$ cat src/rtl/headgen_pipe_s3.sv
`default_nettype none
// ============================================================================
// Module   : headgen_pipe_s3
// Purpose  : Third stage of the header-generation pipeline. Registers the
//            control/tag word and header word from stage 2 and computes the
//            final 16-bit one's-complement checksum from two partial sums.
//            All outputs come straight from flip-flops; latency is 1 clock.
// Ports    : clk        - system clock (rising edge)
//            rst        - asynchronous active-high reset
//            in_0[8:0]  - control/tag word, passed through
//            in_1[15:0] - header word / first checksum partial sum
//            in_2[15:0] - second checksum partial sum
//            enableout  - load enable (1 = capture, 0 = hold)
//            out_0[8:0] - registered in_0
//            out_1[15:0]- registered in_1
//            out_2[15:0]- registered ~(in_1 + in_2, end-around carry)
// Revision : 1.0 - initial release
// ============================================================================
module headgen_pipe_s3 (
  input  logic        clk,
  input  logic        rst,
  input  logic [8:0]  in_0,
  input  logic [15:0] in_1,
  input  logic [15:0] in_2,
  input  logic        enableout,
  output logic [8:0]  out_0,
  output logic [15:0] out_1,
  output logic [15:0] out_2
);

  logic [16:0] w_sum17;
  logic [15:0] w_fold16;
  logic [15:0] csum_d;

  logic [8:0]  tag_q;
  logic [15:0] hdr_q;
  logic [15:0] csum_q;

  // One end-around fold is enough: the largest sum 0x1FFFE folds to 0xFFFF,
  // which cannot carry again.
  always_comb begin
    w_sum17  = {1'b0, in_1} + {1'b0, in_2};
    w_fold16 = w_sum17[15:0] + {15'd0, w_sum17[16]};
    csum_d   = ~w_fold16;
  end

  always_ff @(posedge clk or posedge rst) begin
    if (rst) begin
      tag_q  <= 9'd0;
      hdr_q  <= 16'd0;
      csum_q <= 16'd0;
    end else if (enableout) begin
      tag_q  <= in_0;
      hdr_q  <= in_1;
      csum_q <= csum_d;
    end
  end

  assign out_0 = tag_q;
  assign out_1 = hdr_q;
  assign out_2 = csum_q;

endmodule
`default_nettype wire

$ cat config.mk
export PLATFORM = sky130hd
export DESIGN_NAME = headgen_pipe_s3
export DESIGN_NICKNAME = d
export VERILOG_FILES = /design/src/rtl/headgen_pipe_s3.sv
export SDC_FILE = /design/constraint.sdc
export NUM_CORES = 1
export LEC_CHECK = 0
export ABC_AREA = 1
export CAP_MARGIN = 20
export CELL_PAD_IN_SITES_DETAIL_PLACEMENT = 1
export CELL_PAD_IN_SITES_GLOBAL_PLACEMENT = 2
export CORE_MARGIN = 2
export CORE_UTILIZATION = 26
export DETAILED_ROUTE_END_ITERATION = 12
export GPL_ROUTABILITY_DRIVEN = 1
export GPL_TIMING_DRIVEN = 0
export PLACE_DENSITY_LB_ADDON = 0.1
export SYNTH_ARGS = -nofsm -noshare
export SYNTH_HDL_FRONTEND = slang
export SYNTH_SLANG_ARGS = --single-unit
$ cat constraint.sdc
create_clock -name clk -period 1.4 [get_ports clk]
set_clock_uncertainty 0.1 [all_clocks]
set_input_delay 0.28 -clock clk [delete_from_list [all_inputs] [get_ports clk]]
set_output_delay 0.28 -clock clk [all_outputs]
set_load 0.01 [all_outputs]
==> Word-level counts from Yosys, hierarchy flattened <==
Index checks and enable logic that the tools add are counted.
{ "classes": {"addsub": 2, "n_bitwise": 1} }
{ "ops": {"columns": ["op", "count"], "rows": [
  ["16-bit by 16-bit adder with 17-bit output", 1],
  ["16-bit by 1-bit adder with 16-bit output", 1],
  ["16-bit NOT", 1]
]} }
{ "totals": {"inputBits": 44, "output_inout_bits": 41, "ff_bits": 41, "elab_cells": 6} }

==> Logic depth before layout (Yosys ltp) <==
Gate-level depths: netlist (run 1).
{ "depth": {"word_depth": 3, "depth_mapped": 24, "ltp_nobuf": 24} }

==> Least setup slack after synthesis (run 1) <==
No wires, ideal clock.
{ "synth_timing": {"path_kind": "input -> register", "startpoint": "input port in_1[0]", "endpoint": "register csum_q[15], in the netlist out_2[15]", "path_slack_ns": -1.589, "n_path_buf": 0, "path_stages": 24, "arrival_time_ns": 2.768, "setup_ns": 0.121, "cell_sequence": "ha_1 -> inv_1 -> fa_1 -> inv_1 -> nand2_1 -> nand3_2 -> nand2_1 -> nand2_1 -> nand2_1 -> inv_1 -> nor2_1 -> o21bai_1 -> ha_1 -> nand2_1 -> nor2_8 -> nand3_4 -> nor2_8 -> nand3_4 -> nor2_8 -> nand2_4 -> nor2_4 -> nand2_1 -> nand3_2 -> nand3_2"} }
{ "synth_via": {"elab_chain_len": 3} }
{ "synth_rtl": {"columns": ["item", "line", "source"], "rows": [
  ["start: declaration", "23", "input logic [15:0] in_1,"],
  ["16-bit by 16-bit adder with 17-bit output", "42", "w_sum17 = {1'b0, in_1} + {1'b0, in_2};"],
  ["16-bit by 1-bit adder with 16-bit output", "43", "w_fold16 = w_sum17[15:0] + {15'd0, w_sum17[16]};"],
  ["16-bit NOT", "44", "csum_d = ~w_fold16;"],
  ["end signal: assignment", "55", "csum_q <= csum_d;"],
  ["end: declaration", "37", "logic [15:0] csum_q;"]
]} }
No other way between the ends.
A chain may end at the register's enable or synchronous reset.

==> Final worst setup path (run 1) <==
{ "layout_timing": {"startpoint": "input port in_1[0]", "endpoint": "register csum_q[11], in the netlist out_2[11]"} }
The elaborated chain is that of the path after synthesis.

==> run metrics, run 1 <==
relative slew slack=0.556; min Tclk post-route=between 2000 and 3000 ps; final instance area=5040 um^2; pre-CTS setup slack=-2590 ps; unrepaired setup endpoints after global routing=yes; synthesized flop and latch total=between 40 and 50; Final Hold Fails=0; Final HPWL DP=between 7 and 8 mm; Final Util=0.439; Max Freq=between 300 and 400 MHz; Clock power frac=0.329; Top delay family on crit path=simple AND/OR/NAND/NOR gates; DR vias=3,289; Mapped Avg Cell Area=6.97 um^2; cells along the critical path=buf_8, ha_4, inv_2, fa_2, inv_4, nand2_4, nand3_4, nand2_2, nand2_2, nand2_2, inv_2, nor2_4, o21bai_4, ha_4, nand2_4, nor2_8, nand3_4, nor2_8, nand3_4, nor2_8, nand2_4, buf_4, nand2_2, o211ai_1; cell mode on critical path=nand2_2; RD Place Congestion=roughly 0.77; sequential share of the synthesized area=0.334; Ys Warns=0; CTS Buffer Depth=2; max-cap viol count=0; Post-Syn Nets=503; Min-Delay Path Class=in -> reg; final worst path period share=2.00; Max FO, Critical Path=5; Worst Max-Slew Pin Slew=between 600 and 700 ps; final worst slack=-1400 ps; CORE AREA=between 10,000 and 15,000 um^2; WP buf/inv=5; remaining global-route overflow=0; Seq pwr share=0.296; endpoints failing setup=16; WL final=~11 mm; Pre-antenna DRT Iters=4; DIE AREA=approximately 13,000 um^2; H-Tree Depth=2; Layout area overhead=64.3%; switching share of total power=0.332; # placed instances=667; layout cell share with drive strength beyond 1=0.352; residual DRC count=0; # nets final=656; GRT Overall Usage=0.172; failing checks=setup timing; total power=~4.7 mW; initial drt markers=60; Worst Path Arrival=~2900 ps; first-pass GRT wire length=roughly 17 mm; status=complete, but fails checks; setup tns final=-19,150 ps; static leakage=roughly 2.7 nW; mapped cell area=approximately 3000 um^2; Yosys cell types=36; routed vias/inst=4.46; critical path's slowest cell=fa_2; Root Buffer=clkbuf_16; clk sink count=41; slowest stage delay, CP=~380 ps; Ports=between 80 and 90; largest net degree at the start of global routing=23; fillers=roughly 1,400; IO Port Bufs=83; combinational cell fraction of total power=0.375; Die Height=between 100 and 150 um; Routed Antenna Nets=0; Row Count=39; drt wl/cell=approximately 14 um; Critical Path End Type=flip-flop; CTS tree=yes; PwrDens=about 940 nW/um^2; CP Class=in -> reg; n_diodes=0; initial antenna violation count=0; Area after DPL=about 4200 um^2; Int Pwr=~3.2 mW; Finished Layout Cells=roughly 740; Clock transition at path regs=~70 ps; P_sw=1.58 mW; starting density of the core=0.268; Post-Syn Instances=440; Final Max Slew Viols=0; Clock Latency Late Sink=around 290 ps; die width=113 um; cts bufs inserted=5; cts hold-fix bufs=0; vias in the first global route=3,572; hold_ws=between 80 and 90 ps; Peak VDD IR=487 uV; Worst EP required=about 1500 ps; type of origin of the critical path=input port
power groups by stage:
stage,clock [mW],sequential (mW),combinational [mW]
5_1_grt,1.66,1.43,1.97
3_5_place_dp,0,1.43,1.54
4_1_cts,1.62,1.41,1.70
2_1_floorplan,0,1.49,0.810
6_report,1.56,1.40,1.78
3_3_place_gp,0,1.43,1.51
synth_stat cells (all sizes together):
library cell	instances	share of area
nor2	34	0.062
nand3b	1	0.0037
o22a	1	0.0029
or2	1	0.0020
nand4	10	0.020
buf	3	0.0065
a31oi	6	0.012
o211ai	1	0.0024
o31ai	1	0.0041
a21oi	11	0.019
nand2	204	0.27
nor3	2	0.0069
o21bai	1	0.0024
clkbuf	6	0.014
and2	1	0.0020
nand3	26	0.057
ha	18	0.073
dfrtp	41	0.33
inv	63	0.077
o21ai	6	0.0098
fa	1	0.0065
xnor2	1	0.0029
xor2	1	0.0029
routing by layer:
layer / global-route usage / wire length, um / vias to the layer above
met5: 0 / 0 / -
met4: 0.0366 / 95 / 0
met3: 0.0270 / 324 / 7
met2: 0.325 / 5520 / 49
met1: 0.204 / 4620 / 1566
li1: - / - / 1667
layout by cell type (no fill, tap or decap), drive strengths merged:
| cell | instances |
|---|---|
| nor2 | 34 |
| o21bai | 1 |
| bufinv | 2 |
| and2 | 1 |
| ha | 18 |
| or2 | 1 |
| a21oi | 11 |
| dlygate4sd2 | 41 |
| nand2 | 204 |
| o21ai | 6 |
| clkdlybuf4s15 | 10 |
| o22a | 1 |
| nand4 | 10 |
| nand3b | 1 |
| xor2 | 1 |
| inv | 64 |
| a31oi | 6 |
| nand3 | 26 |
| o211ai | 1 |
| clkdlybuf4s50 | 14 |
| o31ai | 1 |
| clkbuf | 11 |
| nor3 | 2 |
| fa | 1 |
| xnor2 | 1 |
| dfrtp | 41 |
| buf | 84 |
area by class of cell:
| type | count | area [um^2] | area share |
|---|---|---|---|
| multi-input cells | 327 | 2120 | 0.421 |
| inverters | 63 | 239 | 0.0474 |
| clock buffers | 5 | 125 | 0.0248 |
| clock inverters | 3 | 68.8 | 0.0137 |
| plain buffers | 9 | 62.6 | 0.0124 |
| flip-flops and latches | 41 | 1030 | 0.204 |
| repair buffers | 146 | 1220 | 0.242 |
| well taps | 143 | 179 | 0.0355 |
kinds of logic after synthesis:
family	after synthesis	share of synthesized area
and+or+nand+nor	279	0.429
buffers and inverters	72	0.0975
DFF	41	0.334
AOI/OAI and AO/OA	27	0.0530
adders and majority gates	19	0.0799
xor gates and xnor gates	2	0.00571
flip-flops by register name (all words and copies together), names as in the netlist:
name and count:
out_0 9, out_2 16, out_1 16
final timing paths:
path                       startpoint         to  slack (ps)  depth (start not counted)
max                           in_1[0]  out_2[11]       -1400                         24
max in group asynchronous         rst   out_1[3]         450                          3
min reg2reg                  out_0[0]   out_0[0]         360                          2
min in group asynchronous         rst  out_2[10]         250                          2
min                           in_1[0]   out_1[0]          90                          3
max reg2reg                 out_2[12]  out_2[12]         480                          4
worst reg2reg max path, stage by stage, from the launching register on:
cell and delay, ps:
dfrtp_1 390, nand2_1 70, o21ai_0 70, nand2_1 100, o31ai_2 60
timing repair:
action / in CTS / in global routing
hold endpoints to repair: 0 / 0
resized for setup: 195 / 19
setup endpoints to repair: 57 / 16
pin swaps: 32 / 25
buffers inserted: 51 / 11
cloned: 0 / 0
Note: power is estimated with default switching activity, not from simulation.
==> run 2, diff against run 1 <==
==> config.mk (replaced) <==
export PLATFORM = sky130hd
export DESIGN_NAME = headgen_pipe_s3
export DESIGN_NICKNAME = d
export VERILOG_FILES = /design/src/rtl/headgen_pipe_s3.sv
export SDC_FILE = /design/constraint.sdc
export NUM_CORES = 1
export LEC_CHECK = 0
export ABC_AREA = 1
export CAP_MARGIN = 20
export CORE_MARGIN = 2
export CORE_UTILIZATION = 40
export DETAILED_ROUTE_END_ITERATION = 12
export GPL_ROUTABILITY_DRIVEN = 1
export PLACE_DENSITY = 0.69
export SYNTH_ARGS = -nofsm -noshare
export SYNTH_HDL_FRONTEND = slang
export SYNTH_SLANG_ARGS = --single-unit
==> run 2 against run 1 <==
Compared with the run above: the run still ends with setup timing left; global-route usage rose by 4.6 points; count of clock-buffer cells in the layout rose by 2; sequential cell count did not move; sequential share of layout area is 0.25 points higher; core utilization grew 24 points; die area shrank 34%; combinational power is essentially flat; maximum frequency is 1.1% higher; via count is 3.1% higher; routed wire length decreased by 16%; total power fell by 12%; critical path type unchanged; largest power group unchanged.
==> run metrics, run 2 (same netlist as run 1, synthesis figures left out) <==
layout cell share with drive strength beyond 1=0.357 (+0.00483); Worst Max-Slew Pin Slew=260 ps (-405 ps); Final HPWL DP=6.29 mm (-17%); Max Freq=361 MHz (+1.1%); fillers=642 (-55%); Clock power frac=0.238 (-0.091); Clock Latency Late Sink=290 ps (about the same); first-pass GRT wire length=15.1 mm (-14%); min Tclk post-route=2770 ps (-30.7 ps); Peak VDD IR=392 uV (-20%); Area after DPL=4550 um^2 (+8.1%); CTS Buffer Depth=2 (unchanged); commonest non-fill, non-tap cells in the layout=170 x nand2_1, 86 x buf_4, 43 x dlygate4sd2_1; relative slew slack=0.826 (+0.270); Worst EP required=1520 ps (+50 ps); clk sink count=41 (unchanged); Final Util=0.679 (+0.240); drt wl/cell=12.5 um (-13%); Critical Path End Type=flip-flop; initial antenna violation count=0 (unchanged); Ports=85 (unchanged); Clock transition at path regs=80 ps (about the same); GRT Overall Usage=0.218 (+0.0462); largest net degree at the start of global routing=42 (+83%); unrepaired setup endpoints after global routing=yes; combinational cell fraction of total power=0.428 (+0.053); Final Max Slew Viols=0 (unchanged); failing checks=setup timing; cts bufs inserted=5 (unchanged); remaining global-route overflow=0 (unchanged); final instance area=4980 um^2 (-1.2%); critical path's slowest cell=ha_4; Root Buffer=clkbuf_8; Row Count=31 (-21%); PwrDens=839 nW/um^2 (-11%); CP Class=in -> reg; type of origin of the critical path=input port; routed vias/inst=4.75 (+6.5%); DR vias=3,390 (+3.1%); Routed Antenna Nets=0 (unchanged); vias in the first global route=3,414 (-4.4%); residual DRC count=0 (unchanged); DIE AREA=8390 um^2 (-34%); RD Place Congestion=0.915 (+20%); Min-Delay Path Class=in -> reg; slowest stage delay, CP=290 ps (-90 ps); die width=91.6 um (-19%); CORE AREA=7330 um^2 (-36%); status=complete, but fails checks; max-cap viol count=0 (unchanged); starting density of the core=0.419 (+0.151); Worst Path Arrival=2890 ps (+20 ps); Final Hold Fails=0 (unchanged); final worst slack=-1370 ps (+30.7 ps); cell mode on critical path=buf_4; static leakage=2.74 nW (+1.3%); setup tns final=-18,880 ps (+263 ps); Pre-antenna DRT Iters=4 (unchanged); # nets final=676 (+3.0%); CTS tree=yes; cells along the critical path=clkdlybuf4s15_1, ha_4, nand2_2, nor2_4, nand2_2, buf_4, buf_4, buf_4, buf_4, buf_4, buf_4, buf_4, buf_4, buf_4, nand4_1, nand2_4, nand3_4, buf_4, buf_6, inv_2, nand2_2, nand2_1, a31oi_1; final worst path period share=1.98 (-0.0219); WL final=8.88 mm (-16%); switching share of total power=0.339 (+0.00690); Int Pwr=2.76 mW (-13%); P_sw=1.42 mW (-10%); IO Port Bufs=84 (+1.2%); Max FO, Critical Path=3 (-2); commonest non-fill, non-tap cell in the layout=nand2_1; Seq pwr share=0.334 (+0.038); endpoints failing setup=16 (unchanged); n_diodes=0 (unchanged); H-Tree Depth=2 (unchanged); initial drt markers=138 (+130%); Die Height=91.6 um (-19%); Layout area overhead=62.3%
-- run 2: changes by cell type in the layout (fill, tap and decap cells not counted), sizes merged --
cell and delta:
dlygate4sd2 +2, buf +22, clkbuf -2, bufinv -1
inv -1
-- run 2: cell type report --
cell class / instances / area [um^2] / share of cell area
multi-input combinational: 327 / 2030 / 0.407
timing repair buffer: 175 / 1450 / 0.291
sequential: 41 / 1030 / 0.206
inverter: 63 / 236 / 0.0475
tap: 99 / 124 / 0.0249
clock buffer: 7 / 86.3 / 0.0173
clock inverter: 1 / 30.0 / 0.00603
-- run 2: power by group through the flow --
stage,Clock (mW),Sequential (mW),Combinational [mW]
detailed placement,0,1.42,1.70
finish,0.996,1.39,1.79
global placement,0,1.42,1.68
global route,1.08,1.41,1.97
floorplan,0,1.49,0.810
CTS,1.02,1.40,1.75
-- run 2: final timing paths --
check | startpoint | endpoint | slack [ps] | depth (start not counted)
hold reg to reg | out_0[5] | out_0[5] | 370 | 2
setup reg to reg | out_2[12] | out_2[12] | 500 | 4
hold / removal | in_1[0] | out_1[0] | 100 | 3
max in group asynchronous | rst | out_1[6] | 770 | 3
min in group asynchronous | rst | out_2[15] | 230 | 3
setup / recovery | in_2[3] | out_2[8] | -1370 | 23
-- run 2: per-stage QoR --
stage / cells / hold slack [ps] / power, mW / worst slack, ps
after floorplan: 440 / 297 / 2.30 / -1430
after CTS: 709 / 96.3 / 4.17 / -1350
after global placement: 673 / 353 / 3.10 / -2060
after global routing: 713 / 111 / 4.46 / -1500
after detailed placement: 673 / 357 / 3.13 / -2210
final: 713 / 99.1 / 4.18 / -1370
-- run 2: what timing repair did --
item / 4_1_cts / 5_1_grt
buffers inserted: 28 / 4
setup endpoints to repair: 57 / 16
gates resized for setup: 164 / 15
hold buffers: 0 / 0
pin swaps: 38 / 17
-- run 2: critical path, delay by kind of cell --
family / cells / cell delay, ps
buffers and inverters: 13 / 1550
and+or+nand+nor: 8 / 650
adders and majority gates: 1 / 290
AOI/OAI and AO/OA: 1 / 110
-- run 2: routing by layer --
| metal | share of wire | GRT usage |
|---|---|---|
| met1 | 0.43 | 0.272 |
| met2 | 0.51 | 0.396 |
| met3 | 0.045 | 0.0257 |
| met4 | 0.016 | 0.0568 |
| met5 | 0 | 0 |
